**config.mk**
```make
export PLATFORM = sky130hd
export DESIGN_NAME = mult_acc_flat
export DESIGN_NICKNAME = d
export VERILOG_FILES = /design/src/rtl/mult_acc_if.sv /design/src/rtl/mult_acc.sv /design/src/flat_wrapper.sv
export SDC_FILE = /design/constraint.sdc
export NUM_CORES = 2
export LEC_CHECK = 0
export CORE_AREA = 2 2 286 345
export CTS_BUF_LIST = sky130_fd_sc_hd__clkbuf_8
export CTS_CLUSTER_SIZE = 8
export DETAILED_ROUTE_END_ITERATION = 8
export DIE_AREA = 0 0 288 347
export PLACE_DENSITY = 0.49
export RECOVER_POWER = 50
export SLEW_MARGIN = 40
export SYNTH_ARGS = -nofsm -noshare
export SYNTH_HDL_FRONTEND = slang
export SYNTH_SLANG_ARGS = --single-unit
export TNS_END_PERCENT = 1
```
**constraint.sdc**
```tcl
create_clock -name clk -period 8.54 [get_ports clk]
set_clock_uncertainty 0.2 [all_clocks]
set_input_delay 0.854 -clock clk [delete_from_list [all_inputs] [get_ports clk]]
set_output_delay 0.854 -clock clk [all_outputs]
set_load 0.01 [all_outputs]
```
**src/rtl/mult_acc_if.sv**
```systemverilog
// Valid-only stream bundle for mult_acc: sample inputs (master drives) and
// registered results (slave drives).
interface mult_acc_if #(
  parameter int A_DATA_WIDTH = 25,
  parameter int B_DATA_WIDTH = 18,
  parameter int C_DATA_WIDTH = 48,
  parameter int P_DATA_WIDTH = 48,
  parameter int CHAN_WIDTH   = 2
);
  logic                           in_valid;
  logic [CHAN_WIDTH-1:0]          in_chan;
  logic                           in_acc;
  logic signed [A_DATA_WIDTH-1:0] a;
  logic signed [B_DATA_WIDTH-1:0] b;
  logic signed [C_DATA_WIDTH-1:0] c;
  logic                           out_valid;
  logic [CHAN_WIDTH-1:0]          out_chan;
  logic signed [P_DATA_WIDTH-1:0] p;
  logic                           overflow;

  modport master (
    output in_valid, in_chan, in_acc, a, b, c,
    input  out_valid, out_chan, p, overflow
  );

  modport slave (
    input  in_valid, in_chan, in_acc, a, b, c,
    output out_valid, out_chan, p, overflow
  );
endinterface

```
**src/rtl/mult_acc.sv**
```systemverilog
// Three-stage signed multiply-add/accumulate with one 48-bit accumulator per channel.
// Define MULT_ACC_SATURATE_EN to saturate p and flag overflow instead of wrapping.
module mult_acc #(
  parameter int A_DATA_WIDTH = 25,
  parameter int B_DATA_WIDTH = 18,
  parameter int C_DATA_WIDTH = 48,
  parameter int P_DATA_WIDTH = 48,
  parameter int NUM_CHANNELS = 4,
  parameter int CHAN_WIDTH   = (NUM_CHANNELS > 1) ? $clog2(NUM_CHANNELS) : 1
) (
  input logic       clk,
  input logic       rst,
  mult_acc_if.slave bus
);
  localparam int MW = A_DATA_WIDTH + B_DATA_WIDTH;

  logic chan_ok;

  // Channel codes past NUM_CHANNELS only exist when NUM_CHANNELS is not a power of two.
  generate
    if ((1 << CHAN_WIDTH) > NUM_CHANNELS) begin : g_chan_chk
      assign chan_ok = (bus.in_chan < CHAN_WIDTH'(NUM_CHANNELS));
    end else begin : g_chan_full
      assign chan_ok = 1'b1;
    end
  endgenerate

  // S1
  logic                           v1_q, v1_d;
  logic [CHAN_WIDTH-1:0]          ch1_q, ch1_d;
  logic                           acc1_q, acc1_d;
  logic signed [A_DATA_WIDTH-1:0] a1_q, a1_d;
  logic signed [B_DATA_WIDTH-1:0] b1_q, b1_d;
  logic signed [47:0]             c1_q, c1_d;
  // S2
  logic                           v2_q, v2_d;
  logic [CHAN_WIDTH-1:0]          ch2_q, ch2_d;
  logic                           acc2_q, acc2_d;
  logic signed [47:0]             m2_q, m2_d;
  logic signed [47:0]             c2_q, c2_d;
  // S3 / outputs
  logic                           out_valid_q, out_valid_d;
  logic [CHAN_WIDTH-1:0]          out_chan_q, out_chan_d;
  logic signed [P_DATA_WIDTH-1:0] p_q, p_d;
  logic signed [47:0]             acc_q [NUM_CHANNELS];
  logic signed [47:0]             acc_d [NUM_CHANNELS];

  logic signed [MW-1:0]           prod;
  logic signed [47:0]             acc_rd;
  logic signed [47:0]             sum;

`ifdef MULT_ACC_SATURATE_EN
  localparam logic [47:0] P_MIN48 = 48'h1 << (P_DATA_WIDTH - 1);
  localparam logic [P_DATA_WIDTH-1:0] P_MIN = P_MIN48[P_DATA_WIDTH-1:0];
  localparam logic [P_DATA_WIDTH-1:0] P_MAX = ~P_MIN;

  logic               overflow_q, overflow_d;
  logic signed [47:0] sum_hi;
`endif

  always_comb begin
    v1_d   = bus.in_valid & chan_ok;
    ch1_d  = bus.in_chan;
    acc1_d = bus.in_acc;
    a1_d   = bus.a;
    b1_d   = bus.b;
    c1_d   = 48'(bus.c);

    prod   = MW'(a1_q) * MW'(b1_q);
    v2_d   = v1_q;
    ch2_d  = ch1_q;
    acc2_d = acc1_q;
    m2_d   = 48'(prod);
    c2_d   = c1_q;

    // Accumulator read and write share S3, so back-to-back same-channel samples chain.
    acc_rd = '0;
    for (int i = 0; i < NUM_CHANNELS; i++) begin
      if (ch2_q == CHAN_WIDTH'(i)) acc_rd = acc_q[i];
    end
    sum = m2_q + (acc2_q ? acc_rd : c2_q);
    for (int i = 0; i < NUM_CHANNELS; i++) begin
      acc_d[i] = (v2_q && (ch2_q == CHAN_WIDTH'(i))) ? sum : acc_q[i];
    end

    out_valid_d = v2_q;
    out_chan_d  = ch2_q;
`ifdef MULT_ACC_SATURATE_EN
    sum_hi     = sum >>> (P_DATA_WIDTH - 1);
    overflow_d = 1'b0;
    p_d        = sum[P_DATA_WIDTH-1:0];
    if (sum_hi != '0 && sum_hi != '1) begin
      overflow_d = 1'b1;
      p_d        = sum[47] ? P_MIN : P_MAX;
    end
`else
    p_d = sum[P_DATA_WIDTH-1:0];
`endif
  end

  always_ff @(posedge clk) begin
    if (rst) begin
      v1_q        <= 1'b0;
      ch1_q       <= '0;
      acc1_q      <= 1'b0;
      a1_q        <= '0;
      b1_q        <= '0;
      c1_q        <= '0;
      v2_q        <= 1'b0;
      ch2_q       <= '0;
      acc2_q      <= 1'b0;
      m2_q        <= '0;
      c2_q        <= '0;
      out_valid_q <= 1'b0;
      out_chan_q  <= '0;
      p_q         <= '0;
      for (int i = 0; i < NUM_CHANNELS; i++) acc_q[i] <= '0;
`ifdef MULT_ACC_SATURATE_EN
      overflow_q  <= 1'b0;
`endif
    end else begin
      v1_q        <= v1_d;
      ch1_q       <= ch1_d;
      acc1_q      <= acc1_d;
      a1_q        <= a1_d;
      b1_q        <= b1_d;
      c1_q        <= c1_d;
      v2_q        <= v2_d;
      ch2_q       <= ch2_d;
      acc2_q      <= acc2_d;
      m2_q        <= m2_d;
      c2_q        <= c2_d;
      out_valid_q <= out_valid_d;
      out_chan_q  <= out_chan_d;
      p_q         <= p_d;
      for (int i = 0; i < NUM_CHANNELS; i++) acc_q[i] <= acc_d[i];
`ifdef MULT_ACC_SATURATE_EN
      overflow_q  <= overflow_d;
`endif
    end
  end

  assign bus.out_valid = out_valid_q;
  assign bus.out_chan  = out_chan_q;
  assign bus.p         = p_q;
`ifdef MULT_ACC_SATURATE_EN
  assign bus.overflow  = overflow_q;
`else
  assign bus.overflow  = 1'b0;
`endif
endmodule

```
**src/flat_wrapper.sv**
```systemverilog
// flat-port wrapper written by rule: the top's interface ports become plain ports
module mult_acc_flat 
#(
  parameter int A_DATA_WIDTH = 25,
  parameter int B_DATA_WIDTH = 18,
  parameter int C_DATA_WIDTH = 48,
  parameter int P_DATA_WIDTH = 48,
  parameter int NUM_CHANNELS = 4,
  parameter int CHAN_WIDTH   = (NUM_CHANNELS > 1) ? $clog2(NUM_CHANNELS) : 1
)
  (clk, rst, bus_in_valid, bus_in_chan, bus_in_acc, bus_a, bus_b, bus_c, bus_out_valid, bus_out_chan, bus_p, bus_overflow);
  mult_acc_if #(.A_DATA_WIDTH(A_DATA_WIDTH), .B_DATA_WIDTH(B_DATA_WIDTH), .C_DATA_WIDTH(C_DATA_WIDTH), .P_DATA_WIDTH(P_DATA_WIDTH), .CHAN_WIDTH(CHAN_WIDTH)) bus_i ();
  input logic clk;
  input logic rst;
  input wire logic [$bits(bus_i.in_valid)-1:0] bus_in_valid;
  input wire logic [$bits(bus_i.in_chan)-1:0] bus_in_chan;
  input wire logic [$bits(bus_i.in_acc)-1:0] bus_in_acc;
  input wire logic [$bits(bus_i.a)-1:0] bus_a;
  input wire logic [$bits(bus_i.b)-1:0] bus_b;
  input wire logic [$bits(bus_i.c)-1:0] bus_c;
  output wire logic [$bits(bus_i.out_valid)-1:0] bus_out_valid;
  output wire logic [$bits(bus_i.out_chan)-1:0] bus_out_chan;
  output wire logic [$bits(bus_i.p)-1:0] bus_p;
  output wire logic [$bits(bus_i.overflow)-1:0] bus_overflow;
  assign bus_i.in_valid = bus_in_valid;
  assign bus_i.in_chan = bus_in_chan;
  assign bus_i.in_acc = bus_in_acc;
  assign bus_i.a = bus_a;
  assign bus_i.b = bus_b;
  assign bus_i.c = bus_c;
  assign bus_out_valid = bus_i.out_valid;
  assign bus_out_chan = bus_i.out_chan;
  assign bus_p = bus_i.p;
  assign bus_overflow = bus_i.overflow;
  mult_acc #(.A_DATA_WIDTH(A_DATA_WIDTH), .B_DATA_WIDTH(B_DATA_WIDTH), .C_DATA_WIDTH(C_DATA_WIDTH), .P_DATA_WIDTH(P_DATA_WIDTH), .NUM_CHANNELS(NUM_CHANNELS), .CHAN_WIDTH(CHAN_WIDTH)) u_core (.clk(clk), .rst(rst), .bus(bus_i));
endmodule
```
# Word level (Yosys, flattened, before mapping)
# Memories as Yosys holds them, arrays and structs flattened.
# Cells that the tools add are included.
# op_classes
shift	0
order_cmp	0
div_mod_pow	0
mux	16
add_sub_neg	1
bitwise	4
n_eq_ne	3
reduce_logical	5
multipliers	1
# ops
operator	count
2-to-1 mux 48 bit	13
adder 43 x 48 -> 48 bit	1
multiplier 25 x 18 -> 43 bit	1
== test 2 bit, second input constant	2
logical AND 1 bit	4
bitwise OR 1 bit	4
2-to-1 mux 1 bit	3
== test 2 x 1 -> 1 bit, second input constant	1
logical NOT 2 bit	1
# totals
in_bits	97
elab_cells	45
memories	1
out_inout_bits	52
romBits	0
regBits	241
ramBits	192
latchBits	0
# memory_table
name	depth	width	rd	rd_ports_with_merged_regs	write_ports	line_no	rtl
u_core.acc_q	4	48	4	0	4	mult_acc.sv:45	logic signed [47:0] acc_q [NUM_CHANNELS];

# Logic depth before layout (Yosys ltp)
# depth
word_depth	9
ltp_mapped	25
depth_no_buf	23

# Worst setup path before layout
# No wires, ideal clock.
# synth_timing
path_kind	register -> register
start	register u_core.a1_q[13]
end	register u_core.m2_q[41]
arrival_ns	6.384
required_time_ns	8.219
setup_time_ns	0.121
period_less_slack_ns	6.705
setup_slack_ns	1.835
path_stages_with_launch	25
path_cell_list	dfxtp_1 clkbuf_1 clkbuf_1 nand2_1 fa_1 inv_1 fa_1 inv_1 fa_1 inv_1 fa_1 fa_1 inv_1 fa_1 inv_1 ha_1 a211oi_1 nand2_1 o221a_2 o21a_1 a311oi_1 o31a_1 a211oi_1 a41oi_1 mux2_2
# synth_via
elab_chain_cells	1
# synth_lines
element	line_no	rtl
from (decl)	mult_acc.sv:32	logic signed [A_DATA_WIDTH-1:0] a1_q, a1_d;
from (signal assigned)	mult_acc.sv:106	a1_q <= '0;
from (signal assigned)	mult_acc.sv:125	a1_q <= a1_d;
multiplier 25 x 18 -> 43 bit	mult_acc.sv:69	prod = MW'(a1_q) * MW'(b1_q);
to (signal assigned)	mult_acc.sv:131	m2_q <= m2_d;
to (decl)	mult_acc.sv:39	logic signed [47:0] m2_q, m2_d;
# Every way passes these cells.
# A chain may end at the register's enable or synchronous reset.

# Worst setup path in the final report
# layout_timing
start	register u_core.b1_q[5]
end	register u_core.m2_q[41]
# layout_via
elab_chain_cells	1
# layout_lines
element	line_no	rtl
from (decl)	mult_acc.sv:33	logic signed [B_DATA_WIDTH-1:0] b1_q, b1_d;
from (signal assigned)	mult_acc.sv:107	b1_q <= '0;
from (signal assigned)	mult_acc.sv:126	b1_q <= b1_d;
multiplier 25 x 18 -> 43 bit	mult_acc.sv:69	
# Every way passes these cells.

==> flow_summary_export.csv <==
group,metric,value,unit
global_routing,antenna_found_initial,2,
synth,yosysMostFrequentCell,"nand2_1",
timing,finalSetupViolCount,0,
job,drv_cap,6,
clocking,h-tree-depth,3,
worst_setup_path,crit_buf_inv,5,
worst_setup_path,crit_chain,"buf_4, nand2_1, fa_1, fa_1, fa_1, inv_1, fa_1, fa_1, inv_1, fa_1, inv_1, ha_1, a211oi_1, nand2_1, o221a_2, o21a_1, a311oi_1, buf_4, o31a_1, a211oi_1, a41oi_1, mux2_2",
finish,final_layout_size_suffix_gt1_share,7.84,%
finish,n_fill_cell,9937,
worst_setup_path,cp.arrival,7.62,ns
global_routing,grt_usage,19.4,%
worst_setup_path,crit_fanout,18,
clocking,cts_setup_buffers,0,
worst_setup_path,cp.required,8.92,ns
route,vias,24500,
worst_setup_path,cp-start-kind,"flop",
synth,yosysTopAreaCell,"fa_1",
route,dr.pass1.iters,5,
synth,yosys_warnings,0,
worst_setup_path,crit_family,"adder cells",
timing,finalCriticalPeriod,7.24,ns
clocking,clock_path_buffers,3,
synth,ys_ff_latch,433,
hold_path,hp-class,"flop to flop",
synth,synthesis.area,33600,µm²
floorplan,dieArea,99900,µm²
floorplan,fp.dieH,347,µm
power_and_ir_drop,p_total,0.00802,W
run_status,status,"finished, violations left",
synth,synth_area_leaders,"fa_1 (26%), dfxtp_1 (26%), nand2_1 (6.2%)",
global_routing,grt_pass1_vias,25900,
synth,synth_top_area_share,26.4,%
clocking,cts-root-buf,"clkbuf_8",
placed_design,dp_hpwl,69700,µm
route,drcViolationCount,0,
synth,synthTopCellsByCount,"nand2_1 (557), inv_1 (524), fa_1 (442), dfxtp_1 (433), clkbuf_1 (191)",
floorplan,boundaryPins,149,
route,postRouteWirelength,95300,µm
power_and_ir_drop,powerDensity,212,nW/µm²
power_and_ir_drop,ir_worst_vdd,125,µV
floorplan,rows,125,
power_and_ir_drop,p_leak,16.5,nW
route,ant_nets,0,
finish,nNetsFinal,4408,
floorplan,initial_core_util,34.8,%
worst_setup_path,slowest_delay,0.83,ns
timing,fin_crit_sh,84.8,%
timing,tns,0,ns
worst_setup_path,critical_path_class,"flop to flop",
route,drt-initial-drc-count,1218,
finish,syn2layout_area_growth,12.8,%
clocking,clkLatencyLatePin,0.69,ns
worst_setup_path,r2r_cells,22,
synth,syn_inst,3663,
floorplan,core,96300,µm²
global_routing,grt.overflow.total,0,
clocking,ctsHoldBuffers,0,
synth,synth_fp_nets,4356,
timing,grt_setup_unrepaired,"no",
global_routing,grt_pass1_wl,150000,µm
clocking,cts_resized,0,
synth,synth-seq-area-share,25.8,%
worst_setup_path,crit_top_cell,"fa_1",
route,vias_per_cell,4.85,
clocking,clk_pin_slew_worst_paths,0.06,ns
timing,final_max_slew_viol_count,427,
clocking,numCtsBuffers,78,
synth,postSynth.asyncResetShare,0,%
worst_setup_path,end_kind,"flop",
clocking,clock_sinks,433,
timing,fmax,138,MHz
timing,tightestPinTransition,4.14,ns
timing,relSlewSlack,-176,%
timing,finalHoldViolations,0,
global_routing,grt_max_degree,83,
worst_setup_path,cp.depth,22,
synth,synth-main-ff-cell,"dfxtp_1",
worst_setup_path,crit_slowest_cell,"dfxtp_1",
hold_path,holdPathStages,1,
route,routedWlPerCell,18.9,µm
synth,synth_cell_types,76,
synth,avgSynthCellArea,9.16,µm²
floorplan,die_width,288,µm
placed_design,place_congestion,0.865,
clocking,cts_tree,"done",
run_status,violations,"max-capacitance violations, max-slew violations",
synth,synth-edff-count,0,
placed_design,io_buffers,147,
## layout make-up
type / instances / area [µm²] / share of cell area, %
antenna: 2 / 5.00 / 0.0132
sequential: 433 / 8700 / 23.0
clock buffer: 93 / 1280 / 3.38
clock inverter: 47 / 414 / 1.09
timing repair buffer: 186 / 1750 / 4.63
inverter: 525 / 1970 / 5.21
multi-input combinational: 2491 / 22100 / 58.5
tap: 1270 / 1590 / 4.20
## cells in the final DEF (no fill, tap or decap), types with 13 or more instances in the layout
cell type / instances
nand2_1: 557
a211oi_1: 36
dfxtp_1: 410
nor2b_1: 170
dlygate4sd3_1: 51
mux2_2: 50
nand2b_1: 13
nand3_1: 58
buf_4: 31
o22ai_1: 17
dfxtp_2: 22
xor2_1: 27
clkbuf_8: 93
nor2_1: 157
ha_1: 154
clkdlybuf4s50_1: 95
mux4_2: 48
o21bai_1: 14
and2_1: 185
xnor2_1: 50
a31oi_1: 27
fa_1: 442
nand4_1: 27
o211ai_1: 16
inv_1: 551
o21ai_0: 59
a21o_1: 41
a21oi_1: 190
## per-stage QoR
step	util (%)	instance area, µm²	worst slack (ns)	hold slack (ns)	instances
after global routing	39.3	37800	0.862	0.251	5046
final	39.3	37800	1.30	0.234	5047
after detailed placement	37.5	36200	1.32	0.227	4904
after floorplan	-	33600	1.83	0.214	3663
after CTS	39.3	37800	1.28	0.240	5044
after global placement	37.5	36100	1.17	0.220	4904
## state kept, by name, indices dropped and copies added (netlist names)
register / flops
u_core.acc1_q: 1
u_core.out_valid_d: 1
u_core.c1_q: 48
u_core.ch2_q: 2
u_core.v1_q: 1
u_core.c2_q: 48
u_core.b1_q: 18
u_core.acc_q: 192
u_core.a1_q: 25
u_core.bus.out_valid: 1
u_core.bus.p: 48
u_core.bus.out_chan: 2
u_core.m2_q: 43
u_core.ch1_q: 2
u_core.acc2_q: 1
## worst paths after layout
kind | startpoint | to | slack, ns
worst max-delay path | u_core.b1_q[5]$_SDFF_PP0_ | u_core.m2_q[41]$_SDFF_PP0_ | 1.30
worst min-delay path | u_core.c1_q[34]$_SDFF_PP0_ | u_core.c2_q[34]$_SDFF_PP0_ | 0.23
worst max register to register | u_core.b1_q[5]$_SDFF_PP0_ | u_core.m2_q[41]$_SDFF_PP0_ | 1.30
worst min register to register | u_core.c1_q[34]$_SDFF_PP0_ | u_core.c2_q[34]$_SDFF_PP0_ | 0.23
## logic make-up (layout without fill, tap and decap cells)
logic type	after synthesis	count (layout)	share of synthesized area, %
AO/OA/AOI/OAI	470	470	8.92
other	1	3	0.0112
buffers and inverters	739	851	8.29
flip-flops	433	433	25.8
XOR/XNOR	78	78	2.06
AND/OR/NAND/NOR	1242	1242	17.7
multiplexers	104	104	5.08
adder cells (fa/ha/maj)	596	596	32.1
## metal layers
layer	wire, µm	track usage, %
met5	16	0
met2	45500	32.6
met1	42500	25.8
met4	2500	5.85
met3	4710	2.94
## power breakdown
group	total, W	internal [W]	switching, W
Sequential	0.00235	0.00222	0.000138
Clock	0.00213	0.00121	0.000928
Combinational	0.00353	0.00142	0.00211
(Power assumes the default switching activity.)
